<file path="src/rtl/viewfinder_frame_sequencer.sv">
// Frame-level controller for the CCD readout path: arbitrates preview and capture frames,
// arms the DMA per frame and verifies the preview word count.
module viewfinder_frame_sequencer #(
  parameter int          VF_X        = 240,
  parameter int          VF_Y        = 160,
  parameter int          EXP_WORDS   = VF_X * VF_Y / 2,
  parameter logic [23:0] TIMEOUT_CYC = 24'd10_000_000
) (
  input  logic        clk,
  input  logic        rst,
  input  logic        preview_en_i,
  input  logic        capture_req_i,
  input  logic        abort_i,
  input  logic        frame_start_i,
  input  logic        frame_end_i,
  input  logic        word_pulse_i,
  output logic        skipper_en_o,
  output logic        capture_en_o,
  output logic        dma_start_o,
  output logic        frame_done_o,
  output logic        frame_err_o,
  output logic        mode_o,
  output logic [15:0] word_cnt_o,
  output logic        busy_o
);

  localparam logic [15:0] EXP_CNT      = 16'(EXP_WORDS);
  localparam logic [23:0] TIMEOUT_LAST = TIMEOUT_CYC - 24'd1;

  typedef enum logic [2:0] {
    IDLE,
    ARM,
    RUN,
    CHECK,
    ERR
  } state_t;

  state_t      state;
  state_t      next_state;
  logic        mode;
  logic        capture_pending;
  logic [23:0] timeout;
  logic [15:0] cnt_next;

  always_ff @(posedge clk) begin
    if (rst) state <= IDLE;
    else     state <= next_state;
  end

  // Abort outranks frame_end and the timeout; the CHECK-cycle word still counts.
  always_comb begin
    next_state = state;
    cnt_next   = word_cnt_o;
    if ((state == RUN || state == CHECK) && word_pulse_i && !mode && word_cnt_o != 16'hFFFF)
      cnt_next = word_cnt_o + 16'd1;
    case (state)
      IDLE:    if (capture_pending || preview_en_i) next_state = ARM;
      ARM:     if (abort_i) next_state = ERR;
               else if (frame_start_i) next_state = RUN;
      RUN:     if (abort_i) next_state = ERR;
               else if (frame_end_i) next_state = CHECK;
               else if (timeout == TIMEOUT_LAST) next_state = ERR;
      CHECK:   next_state = IDLE;
      ERR:     next_state = IDLE;
      default: next_state = IDLE;
    endcase
  end

  always_ff @(posedge clk) begin
    if (rst) begin
      skipper_en_o    <= 1'b0;
      capture_en_o    <= 1'b0;
      dma_start_o     <= 1'b0;
      frame_done_o    <= 1'b0;
      frame_err_o     <= 1'b0;
      mode_o          <= 1'b0;
      word_cnt_o      <= 16'd0;
      busy_o          <= 1'b0;
      mode            <= 1'b0;
      capture_pending <= 1'b0;
      timeout         <= 24'd0;
    end else begin
      dma_start_o  <= 1'b0;
      frame_done_o <= 1'b0;
      frame_err_o  <= 1'b0;
      busy_o       <= (next_state != IDLE);

      if (capture_req_i)
        capture_pending <= 1'b1;
      else if (state == IDLE && next_state == ARM && capture_pending)
        capture_pending <= 1'b0;

      if (state == IDLE && next_state == ARM)
        mode <= capture_pending;

      case (state)
        ARM: begin
          if (next_state == RUN) begin
            dma_start_o  <= 1'b1;
            word_cnt_o   <= 16'd0;
            timeout      <= 24'd0;
            skipper_en_o <= ~mode;
            capture_en_o <= mode;
            mode_o       <= mode;
          end
        end
        RUN: begin
          word_cnt_o <= cnt_next;
          timeout    <= timeout + 24'd1;
        end
        CHECK: begin
          word_cnt_o   <= cnt_next;
          skipper_en_o <= 1'b0;
          capture_en_o <= 1'b0;
          frame_done_o <= 1'b1;
          frame_err_o  <= !mode && (cnt_next != EXP_CNT);
        end
        ERR: begin
          skipper_en_o <= 1'b0;
          capture_en_o <= 1'b0;
          frame_done_o <= 1'b1;
          frame_err_o  <= 1'b1;
        end
        default: ;
      endcase
    end
  end

endmodule
</file>
<file path="config.mk">
export PLATFORM = sky130hd
export DESIGN_NAME = viewfinder_frame_sequencer
export DESIGN_NICKNAME = d
export VERILOG_FILES = /design/src/rtl/viewfinder_frame_sequencer.sv
export SDC_FILE = /design/constraint.sdc
export NUM_CORES = 1
export LEC_CHECK = 0
export CAP_MARGIN = 40
export CORE_MARGIN = 1
export CORE_UTILIZATION = 35
export CTS_BUF_LIST = sky130_fd_sc_hd__clkbuf_2
export CTS_CLUSTER_DIAMETER = 100
export DETAILED_ROUTE_END_ITERATION = 10
export PLACE_DENSITY_LB_ADDON = 0.25
export SLEW_MARGIN = 5
export SYNTH_ARGS = -nofsm -noshare
export SYNTH_HDL_FRONTEND = slang
export SYNTH_SLANG_ARGS = --single-unit
</file>
<file path="constraint.sdc">
create_clock -name clk -period 2.8 [get_ports clk]
set_clock_uncertainty 0.05 [all_clocks]
set_input_delay 0.56 -clock clk [delete_from_list [all_inputs] [get_ports clk]]
set_output_delay 0.56 -clock clk [all_outputs]
set_load 0.01 [all_outputs]
</file>
* After elaboration in Yosys (flattened, before gate mapping)
Index checks and enable logic that the tools add are counted. W data, S select, Z words.
Word-level totals: register bits 52, bits in latches 0, bits of input ports 8, bits in writable memories 0, memories 0, bits in read-only memories 0
Operators by class: multiplexer cells 21, reductions and logical operators 22, divide/modulo/power cells 0, bitwise logic cells 2, $mul 0, shifts and indexed selects 0, $add $sub $neg 2, eq/ne operators 10, order comparisons 0
Operators by type and width (number):
- $pmux W24 S2 | 1
- $mux W16 | 2
- $pmux W16 S2 | 1
- $add A24 B1 Y24 const B | 1
- $eq A24 B24 Y1 const B | 1
- $mux W24 | 1
- $mux W3 | 6
- $add A16 B1 Y16 const B | 1
- $ne A16 B15 Y1 const B | 1
- $ne A16 B16 Y1 const B | 1
- $eq A3 B2 Y1 const B | 3
- $pmux W3 S3 | 1
- $reduce_and A2 Y1 | 4
- $reduce_bool A2 Y1 | 4
- $eq A3 B1 Y1 const B | 2
- $logic_and A1 B1 Y1 | 6
- $mux W1 | 6
- $pmux W1 S2 | 3
- $reduce_or A2 Y1 | 3
- $eq A3 B3 Y1 const B | 1
- $logic_not A3 Y1 | 1
- $reduce_bool A3 Y1 | 1
- $logic_or A1 B1 Y1 | 2
- $ne A2 B2 Y1 const B | 1
- other kinds (2) | 3

* Longest topological paths before layout
Gate-level depths: netlist of the first run.
depth in word-level cells 10, gate-level depth with buffers 8

* Least setup slack after synthesis of the first run
No wires, ideal clock.
kind register to register, from reg word_cnt_o[0], to reg frame_err_o, required time 2.622 ns, library setup time 0.128 ns, setup slack 0.552 ns, arrival 2.070 ns, period minus slack after synthesis 2.248 ns, stages on the path, launching flop included 8, cells stage by stage dfxtp_1 > ha_1 > nand2_1 > or3_4 > o21ai_4 > or4_4 > a2111oi_2 > a31oi_1
Between the ends: cells in the longest elaborated chain, start to end 6
Ends and longest elaborated chain:
- start: declaration | RTL line 23 | output logic [15:0] word_cnt_o,
- start signal: assignment | RTL line 108 | word_cnt_o <= cnt_next;
- start signal: assignment | RTL line 112 | word_cnt_o <= cnt_next;
- parallel branches: the longest is 2 deep, another holds $add A16 B1 Y16
- $mux W16 * | RTL line 54 | if ((state == RUN || state == CHECK) && word_pulse_i && !mode && word_cnt_o != 16'hFFFF)
- $ne A16 B15 Y1 * | RTL line 116 | frame_err_o <= !mode && (cnt_next != EXP_CNT);
- $logic_and A1 B1 Y1 * | RTL line 116
- $pmux W1 S2 * | RTL line 96 | case (state)
- end signal: assignment | RTL line 116
- end: declaration | RTL line 21 | output logic frame_err_o,
Every way passes the cells marked *. A chain may end at the register's enable or synchronous reset.

* Worst setup path in the final report of the first run
from reg state[2], to reg word_cnt_o[10]
Between the ends: cells in the longest elaborated chain, start to end 7
Ends and longest elaborated chain:
- start: declaration | RTL line 38 | state_t state;
- start signal: assignment | RTL line 47 | else state <= next_state;
- $mux W3 (tied with other cells) | RTL line 62 | else if (timeout == TIMEOUT_LAST) next_state = ERR;
- $mux W3 or $logic_or A1 B1 Y1 (tied branches) | RTL line 61, 54
- $mux W3 or $logic_and A1 B1 Y1 (tied branches) | RTL line 60, 54
- $pmux W3 S3 or $logic_and A1 B1 Y1 (tied branches) | RTL line 56, 54
- $eq A3 B2 Y1 or $logic_and A1 B1 Y1 (tied branches) | RTL line 98, 54
- $ne A2 B2 Y1 (no source line) or $mux W16 (tied branches)
- $reduce_and A2 Y1 (no source line) or $pmux W16 S2 (tied branches)
Several ways; a longest one is shown, not always the timed one.

==> reports/results.ini, run 1 <==
[pwr]
p_leak_nw=1.03
power_density_nw_per_um2=362
vdd_ir_drop_max_uv=136

[sta]
max_freq_mhz=414
setup_slack_ns=0.382
min_period_ns=2.42
tightest_slew_ns=0.537
slew_headroom=0.641
rsz0062_at_grt=false
slew_violations=0
fin_setup_tns_ns=0
fin_crit_sh=0.864
final-hold-violation-count=0
setup_viol=0

[cts]
clk_pin_slew_ns=0.31
cts_tree=built
ctsLongestPathBuffers=2
cts_hold_buffers=0
htreeDepth=2
clock_sinks=52
cts_resized=0
cts_root_buf=clkbuf_2
clk_latency_ns=0.46
cts_post_setup_buffers_inserted=0
numCtsBuffers=5

[synthesis]
ys_top_cells_by_area=dfxtp_1, a21oi_1, nor2_1, nand2_1, nand3_1
synth_edf_count=0
syn_area_um2=2830
synthArstFlopShare=0
synth_cells=354
synth_top_cell_area_share=0.368
ys_types=58
synthFlopType=dfxtp_1
syn_avg_cell_area_um2=7.99
syn_nets=364
yosysTopAreaCell=dfxtp_1
yosysWarnings=0
seq_area_frac_synth=0.368
ys_ff_latch=52

[detailed_routing]
via_count=2757
firstDrtPassIters=4
ant_nets=0
vias_per_cell=5.66
drt-initial-drc-count=121
drc=0
wl_um=7230
routedWlPerCell_um=14.8

[global_route]
grt_max_degree=31
grt_antenna_before_repair=0
grt_pass1_wl_um=12100
track_usage=0.176
grt_overflow=0
grt_pass1_vias=2502

[cells_and_area]
final_core_util=0.426
final_cell_mix=dfxtp_1, nor2_1, a21oi_1, nand2_1, clkdlybuf4s50_1
drive_above_1_share=0.0935
area_growth_pct=16.9
layout.nets=394
final_common_cell=dfxtp_1
finalInstanceArea_um2=3310
diodes=0

[place]
hpwl_um=5080
placed_area_um2=3260
pre_cts_ws_ns=0.233
routabilityCongestion=0.831
io_buffers=30

[worst_setup_path]
endpoint_kind=flip-flop
r2r_slack_ns=0.38
crit_required_ns=3.13
start_kind=flip-flop
cp.arrival_ns=2.75
worstSetupPathType=reg2reg
crit_fanout=11

[floorplan]
die_w_um=91.9
dieArea_um2=8450
initial_core_util=0.364
core_um2=7770
die_y_um=91.9
rows=32
ios=31

[job]
cap_violations=0

[hold_path]
min_path_type=reg2reg

[outcome]
status=complete, no violations

cell usage after synthesis, types with 2 or more instances:
library cell / count
buf_2: 7
o211ai_1: 3
a21o_1: 2
or2_2: 2
dfxtp_1: 52
and3_1: 2
nor3_1: 17
nand3b_1: 4
nand2b_1: 4
nor2b_1: 3
o21ai_0: 17
a22oi_1: 3
a21oi_1: 35
nor4_1: 9
nand3_1: 18
inv_1: 5
a211oi_1: 10
nor3_2: 2
xnor2_1: 4
a31oi_1: 5
nor2_1: 36
a2111oi_2: 2
or3_1: 7
buf_6: 2
nand4b_1: 2
clkbuf_1: 12
and4_1: 5
a311oi_1: 6
ha_1: 2
o21a_1: 3
xor2_1: 4
o2111ai_1: 2
nand4_1: 10
nand2_1: 33
logic make-up after synthesis:
| kind of cell | share of synthesized area |
|---|---|
| DFF | 0.368 |
| adders and majority gates | 0.00884 |
| and+or+nand+nor | 0.320 |
| xor gates and xnor gates | 0.0248 |
| buffers and inverters | 0.0429 |
| AOI/OAI and AO/OA | 0.228 |
| muxes | 0.00796 |
state kept, by name, indices dropped and copies added, names as in the netlist:
name and count:
busy_o 1, capture_en_o 1, capture_pending 1, dma_start_o 1
frame_done_o 1, frame_err_o 1, mode 1, mode_o 1
skipper_en_o 1, state 3, timeout 24, word_cnt_o 16
critical path: stages, from the launching register on:
cell and delay, ns:
dfxtp_1 0.49, and2b_1 0.50, nand3b_1 0.27, a21oi_2 0.45, buf_4 0.23, a21oi_1 0.07
a311oi_1 0.28
worst paths after layout:
path	start	endpoint	cells after the start
max	state[2]$_SDFF_PP0_	word_cnt_o[10]$_SDFFE_PP0P_	6
min	capture_pending$_SDFFE_PP0P_	mode$_SDFFE_PP0P_	2
max reg2reg	state[2]$_SDFF_PP0_	word_cnt_o[10]$_SDFFE_PP0P_	6
min reg2reg	capture_pending$_SDFFE_PP0P_	mode$_SDFFE_PP0P_	2
per-layer routing:
metal	up-vias	track usage	share of wire
met1	1306	0.233	0.49
met2	59	0.298	0.47
met4	0	0.0469	0.011
met5	-	0	0
met3	6	0.0274	0.034
li1	1386	-	-
through the flow:
step                cells  hold slack [ns]  total power, mW
global placement      479            0.399            0.870
floorplan             354            0.392            0.831
finish                487            0.436             1.20
global route          487            0.473             1.26
detailed placement    479            0.412            0.870
CTS                   487            0.440             1.21
where the power goes:
| group | switching [mW] | total (mW) | internal (mW) |
|---|---|---|---|
| logic | 0.0552 | 0.0923 | 0.0371 |
| registers | 0.0119 | 0.766 | 0.754 |
| clock network | 0.268 | 0.338 | 0.0699 |
| total | 0.335 | 1.20 | 0.861 |
cell type report:
| type | count | area, µm² |
|---|---|---|
| multi-input combinational | 276 | 1670 |
| fill | 804 | 4460 |
| timing repair buffer | 44 | 400 |
| clock inverter | 3 | 27.5 |
| sequential | 52 | 1040 |
| inverter | 5 | 18.8 |
| clock buffer | 5 | 25.0 |
| tap | 102 | 128 |
Note: power is estimated with default switching activity, not from simulation.
==> run 2, diff against run 1 <==
--- a/config.mk
+++ b/config.mk
@@ -11,6 +11,7 @@
 export CTS_BUF_LIST = sky130_fd_sc_hd__clkbuf_2
 export CTS_CLUSTER_DIAMETER = 100
 export DETAILED_ROUTE_END_ITERATION = 10
+export GPL_TIMING_DRIVEN = 0
 export PLACE_DENSITY_LB_ADDON = 0.25
 export SLEW_MARGIN = 5
 export SYNTH_ARGS = -nofsm -noshare
==> reports/results.ini, run 2 (synthesis gave the netlist of run 1 again) <==
[outcome]
status=complete, no violations

[worst_setup_path]
crit_path_end=frame_err_o$_SDFF_PP0_
crit_required_ns=3.14
crit_fanout=9
r2r-end=frame_err_o$_SDFF_PP0_
worstSetupPathType=reg2reg
cp.arrival_ns=2.73
start_kind=flip-flop
r2r_slack_ns=0.41
r2r-start=word_cnt_o[0]$_SDFFE_PP0P_
cp-startpoint=word_cnt_o[0]$_SDFFE_PP0P_
endpoint_kind=flip-flop
reg2reg_depth=7

[detailed_routing]
routedWlPerCell_um=15.0
firstDrtPassIters=4
vias_per_cell=5.68
drt-initial-drc-count=133
drc=0
ant_nets=0
wl_um=7440
via_count=2813

[cts]
cts_tree=built
cts_resized=0
numCtsBuffers=5
clock_sinks=52
cts_post_setup_buffers_inserted=0
ctsLongestPathBuffers=2
clk_latency_ns=0.46
cts_hold_buffers=0
cts_root_buf=clkbuf_2
htreeDepth=2
clk_pin_slew_ns=0.29

[sta]
final-hold-violation-count=0
tightest_slew_ns=0.666
setup_viol=0
slew_headroom=0.556
max_freq_mhz=418
rsz0062_at_grt=false
fin_setup_tns_ns=0
slew_violations=0
min_period_ns=2.39
whs_ns=0.435
fin_crit_sh=0.854

[cells_and_area]
regMostFlops=timeout
finalInstanceArea_um2=3310
layout.nets=402
area_growth_pct=16.9
largest_registers=timeout: 24 flops, word_cnt_o: 16 flops, state: 3 flops
diodes=0
final_cell_mix=dfxtp_1, nor2_1, a21oi_1, nand2_1, clkdlybuf4s50_1
drive_above_1_share=0.0789
final_common_cell=dfxtp_1
largest_reg_flops=24

[floorplan]
dieArea_um2=8450
ios=31
die_y_um=91.9
die_w_um=91.9
initial_core_util=0.364
rows=32
core_um2=7770

[global_route]
grt_max_degree=17
grt_pass1_wl_um=12600
track_usage=0.185
grt_overflow=0
grt_pass1_vias=2545
grt_antenna_before_repair=0

[place]
hpwl_um=5350
io_buffers=30
routabilityCongestion=0.818
placed_area_um2=3260

[job]
cap_violations=0

[pwr]
p_leak_nw=1.02
vdd_ir_drop_max_uv=151
design_power_total_mw=1.18
power_density_nw_per_um2=358

[hold_path]
hold_depth=2
min-delay-start=mode_o$_SDFFE_PP0P_
min_path_type=reg2reg

[run 2: routing by layer]
metal | wire (µm) | vias to the layer above | share of wire | GRT usage
li1 | - | 1408 | - | -
met1 | 3610 | 1326 | 0.48 | 0.252
met2 | 3360 | 62 | 0.45 | 0.284
met3 | 277 | 17 | 0.037 | 0.0332
met4 | 195 | 0 | 0.026 | 0.0820
met5 | 0 | - | 0 | 0
[run 2: stage by stage]
step | cells | setup slack [ns] | utilization
2_1_floorplan | 354 | 0.552 | -
3_3_place_gp | 486 | -0.186 | 0.419
3_5_place_dp | 487 | 0.129 | 0.420
4_1_cts | 495 | 0.374 | 0.426
5_1_grt | 495 | 0.143 | 0.426
6_report | 495 | 0.410 | 0.426
[run 2: critical path, cell delays in order, from the launching register on]
cell       delay, ns
dfxtp_1         0.43
ha_1            0.27
nand2_1         0.31
or3_4           0.23
o21ai_4         0.08
or4_4           0.52
a2111oi_2       0.35
a31oi_1         0.12
[run 2: layout make-up]
class	count	area (µm²)
inverter	5	18.8
clock inverter	2	16.3
sequential	52	1040
tap	102	128
buffer	21	103
clock buffer	6	30.0
fill	790	4460
timing repair buffer	31	305
multi-input combinational	276	1670
[run 2: worst min path at each step]
stage                     endpoint
2_1_floorplan    mode$_SDFFE_PP0P_
3_3_place_gp     mode$_SDFFE_PP0P_
3_5_place_dp   mode_o$_SDFFE_PP0P_
4_1_cts        mode_o$_SDFFE_PP0P_
5_1_grt        mode_o$_SDFFE_PP0P_
6_report       mode_o$_SDFFE_PP0P_
[run 2: power breakdown]
part	total, mW	internal, mW	switching, mW
clock network	0.318	0.0665	0.252
logic	0.106	0.0398	0.0664
registers	0.759	0.753	0.00614
==> run 3, diff against run 2 <==
--- a/config.mk
+++ b/config.mk
@@ -5,7 +5,8 @@
 export SDC_FILE = /design/constraint.sdc
 export NUM_CORES = 1
 export LEC_CHECK = 0
-export CAP_MARGIN = 40
+export CELL_PAD_IN_SITES_DETAIL_PLACEMENT = 0
+export CELL_PAD_IN_SITES_GLOBAL_PLACEMENT = 2
 export CORE_MARGIN = 1
 export CORE_UTILIZATION = 35
 export CTS_BUF_LIST = sky130_fd_sc_hd__clkbuf_2
==> reports/results.ini, run 3 (synthesis gave the netlist of run 1 again) <==
[hold_path]
min-delay-start=mode_o$_SDFFE_PP0P_
hold_end=mode_o$_SDFFE_PP0P_
min_path_type=reg2reg
hold_depth=2

[sta]
final-hold-violation-count=0
max_freq_mhz=399
rsz0062_at_grt=false
slew_violations=0
min_period_ns=2.50
setup_viol=0
tightest_slew_ns=0.678
fin_crit_sh=0.894
whs_ns=0.426
slew_headroom=0.546

[detailed_routing]
vias_per_cell=5.60
routedWlPerCell_um=16.0
ant_nets=0
drt-initial-drc-count=139
via_count=2768
drc=0
firstDrtPassIters=5
wl_um=7920

[cells_and_area]
largest_reg_flops=24
final_cell_mix=dfxtp_1, nor2_1, a21oi_1, nand2_1, clkdlybuf4s50_1
area_growth_pct=16.8
layout.nets=401
finalInstanceArea_um2=3310
diodes=0
largest_registers=timeout: 24 flops, word_cnt_o: 16 flops, state: 3 flops
final_core_util=0.426
regMostFlops=timeout
final_common_cell=dfxtp_1
drive_above_1_share=0.0791

[cts]
cts_hold_buffers=0
clk_latency_ns=0.45
cts_post_setup_buffers_inserted=0
cts_root_buf=clkbuf_2
clk_pin_slew_ns=0.28
clock_sinks=52
ctsLongestPathBuffers=2
cts_tree=built
htreeDepth=2
numCtsBuffers=5

[pwr]
power_density_nw_per_um2=359
internal_power_mw=0.864
sw_frac_of_total=0.272
pwr-share-comb=0.090
design_power_total_mw=1.19
vdd_ir_drop_max_uv=153
pwr-share-seq=0.640
p_leak_nw=1.02
switchingPower_mw=0.323
clkPwrFrac=0.270

[outcome]
status=complete, no violations

[floorplan]
rows=32
dieArea_um2=8450
core_um2=7770
die_w_um=91.9
initial_core_util=0.364
ios=31
die_y_um=91.9

[global_route]
grt_max_degree=16
grt_overflow=0
grt_pass1_vias=2431
track_usage=0.196
grt_pass1_wl_um=13100
grt_antenna_before_repair=0

[worst_setup_path]
r2r_slack_ns=0.30
r2r-end=frame_err_o$_SDFF_PP0_
cp.arrival_ns=2.81
r2r-start=word_cnt_o[0]$_SDFFE_PP0P_
crit_required_ns=3.10
worstSetupPathType=reg2reg
start_kind=flip-flop
endpoint_kind=flip-flop
crit_fanout=9
reg2reg_depth=7

[place]
placed_area_um2=3260
hpwl_um=5710
io_buffers=30
routabilityCongestion=0.804

[job]
cap_violations=0

## run 3: metal layers
metal / up-vias / GRT usage / wire length (µm)
li1: 1402 / - / -
met3: 9 / 0.0299 / 231
met1: 1317 / 0.275 / 3920
met5: - / 0 / 0
met4: 0 / 0.0560 / 123
met2: 40 / 0.312 / 3640
## run 3: worst max-delay path by stage
stage                               start                         end  slack (ns)  depth (start not counted)
5_1_grt        word_cnt_o[1]$_SDFFE_PP0P_      frame_err_o$_SDFF_PP0_        0.09                          7
4_1_cts                     frame_start_i  word_cnt_o[3]$_SDFFE_PP0P_        0.17                          6
6_report       word_cnt_o[0]$_SDFFE_PP0P_      frame_err_o$_SDFF_PP0_        0.30                          7
3_5_place_dp                frame_start_i  word_cnt_o[3]$_SDFFE_PP0P_       -0.33                          6
2_1_floorplan  word_cnt_o[0]$_SDFFE_PP0P_      frame_err_o$_SDFF_PP0_        0.55                          7
3_3_place_gp                frame_start_i    timeout[19]$_SDFFE_PP0P_       -0.29                          7
## run 3: per-stage QoR
step / setup slack, ns / std cells / setup TNS (ns)
floorplan: 0.552 / 354 / 0
global placement: -0.290 / 486 / -3.23
detailed placement: -0.332 / 486 / -3.88
CTS: 0.167 / 494 / 0
global route: 0.0888 / 494 / 0
finish: 0.297 / 494 / 0
## run 3: what timing repair did
action | in CTS | in global routing
endpoints found under the hold margin | 0 | 0
endpoints found under the setup margin | 0 | 3
resized for setup | 0 | 1
## run 3: final cells by class
cell class	instances	area, µm²
well taps	102	128
flip-flops and latches	52	1040
multi-input cells	276	1670
plain buffers	21	103
inverters	5	18.8
fillers	854	4460
clock buffers	7	35.0
clock inverters	1	8.76
repair buffers	30	300
## run 3: power groups by stage
stage	Combinational, mW	Clock (mW)	Sequential [mW]
after global routing	0.117	0.370	0.762
final	0.107	0.320	0.759
after detailed placement	0.108	0	0.772
after floorplan	0.0576	0	0.773
after CTS	0.108	0.333	0.759
after global placement	0.108	0	0.772
## run 3: worst max-delay path: stages, from the launching register on
cell and delay (ns):
dfxtp_1 0.44, ha_1 0.27, nand2_1 0.33, or3_4 0.24, o21ai_4 0.09, or4_4 0.52, a2111oi_2 0.36, a31oi_1 0.13
==> patch, RTL diff (flow settings as in run 3) <==
The 5 states of `state_t` get a one-hot encoding in 5 bits.
--- a/src/rtl/viewfinder_frame_sequencer.sv
+++ b/src/rtl/viewfinder_frame_sequencer.sv
@@ -28,10 +28,10 @@
   localparam logic [23:0] TIMEOUT_LAST = TIMEOUT_CYC - 24'd1;
 
-  typedef enum logic [2:0] {
-    IDLE,
-    ARM,
-    RUN,
-    CHECK,
-    ERR
+  typedef enum logic [4:0] {
+    IDLE  = 5'b00001,
+    ARM   = 5'b00010,
+    RUN   = 5'b00100,
+    CHECK = 5'b01000,
+    ERR   = 5'b10000
   } state_t;
 
Check against the original RTL: same outputs for any inputs over 10 cycles, from zero or initial values and one cycle with rst high; not proved beyond that.
==> patch against run 3 <==
Setup slack worse by 0.013 ns. Total power is 0.47% lower. Die area is 6.7% higher. Area after synthesis is 6.9% higher. Via count is 6.4% higher. Sequential cell count is 2 higher. Routed wire length is 7.4% higher. Combinational power is 34% lower. Final cell count is 6.7% higher. Cell area is 5.4% higher.
==> patch: results <==
# TYPE chip_impl_metric gauge
chip_impl_metric{name="synth_compound_gate_area_share",unit="%"} 22.63
chip_impl_metric{name="first_pass_grt_wire_length",unit="mm"} 13.97
chip_impl_info{name="status",value="finished clean"} 1
chip_impl_metric{name="grtUsageMet3",unit="%"} 2.899
chip_impl_metric{name="total_leakage_power",unit="nW"} 1.149
chip_impl_metric{name="bufAreaShareNonClock",unit="%"} 11.05
chip_impl_metric{name="grt_pass1_vias",unit=""} 2634
chip_impl_metric{name="finish.instance_area",unit="mm²"} 0.003487
chip_impl_metric{name="avgRoutedWirePerCell",unit="µm"} 16.13
chip_impl_metric{name="synth_sequential_area_ratio",unit="%"} 35.75
chip_impl_metric{name="placedCellCount",unit=""} 519
chip_impl_metric{name="power_switching_share",unit="%"} 26.85
chip_impl_metric{name="vias",unit=""} 2945
chip_impl_metric{name="drive_gt1_share",unit="%"} 6.635
chip_impl_metric{name="global_route_met2_usage",unit="%"} 31.35
chip_impl_metric{name="finalWeightedCongestion",unit=""} 0.7901
chip_impl_metric{name="drt-initial-drc-count",unit=""} 188
chip_impl_metric{name="synth_cell_type_count",unit=""} 57
chip_impl_metric{name="detail_route.wirelength",unit="mm"} 8.503
chip_impl_info{name="post_synth_main_area_contributors",value="sky130_fd_sc_hd__dfxtp_1, sky130_fd_sc_hd__a21oi_1, sky130_fd_sc_hd__nor2_1"} 1
chip_impl_metric{name="max-slew-margin-rel",unit="%"} 49.62
chip_impl_metric{name="drt_pre_antenna_iters",unit=""} 4
chip_impl_metric{name="port_buffers",unit=""} 29
chip_impl_metric{name="dieWidth",unit="µm"} 94.96
chip_impl_metric{name="grt_usage",unit="%"} 20.33
chip_impl_metric{name="clockNetworkAreaShare",unit="%"} 1.184
chip_impl_metric{name="n_all_inverters",unit=""} 6
==> patch: cell count changes after synthesis, sizes merged, moves of 3 or more <==
| cell | change |
|---|---|
| nor4b | +5 |
| a21oi | +10 |
| buf | -3 |
| and3 | +7 |
| clkbuf | +4 |
| nor3 | -12 |
| nand4 | -4 |
| a211oi | +5 |
| nor2 | +20 |
| or3 | -5 |
| nand2 | +8 |
| nor3b | +3 |
| a41oi | +6 |
==> patch: path summary, 6_finish.rpt <==
path                       start                    endpoint  slack (ns)  cells past startpoint
min reg2reg  mode_o$_SDFFE_PP0P_         mode_o$_SDFFE_PP0P_        0.43                      2
min          mode_o$_SDFFE_PP0P_         mode_o$_SDFFE_PP0P_        0.43                      2
max reg2reg  state[4]$_SDFF_PP0_  word_cnt_o[1]$_SDFFE_PP0P_        0.28                      8
max          state[4]$_SDFF_PP0_  word_cnt_o[1]$_SDFFE_PP0P_        0.28                      8
==> patch: power by group through the flow <==
stage,Clock [mW],Combinational (mW),Sequential [mW]
floorplan,0,0.0386,0.799
global placement,0,0.0713,0.799
detailed placement,0,0.0716,0.799
CTS,0.345,0.0720,0.787
global route,0.371,0.0781,0.788
finish,0.325,0.0704,0.786
==> patch: worst max-delay path, cell delays in order (launching register included) <==
cell	delay, ns
sky130_fd_sc_hd__dfxtp_1	0.38
sky130_fd_sc_hd__buf_6	0.13
sky130_fd_sc_hd__nor3_2	0.24
sky130_fd_sc_hd__nand2_1	0.16
sky130_fd_sc_hd__nor3b_2	0.67
sky130_fd_sc_hd__nor2_1	0.14
sky130_fd_sc_hd__clkbuf_1	0.31
sky130_fd_sc_hd__o21ai_0	0.24
sky130_fd_sc_hd__a21oi_1	0.08
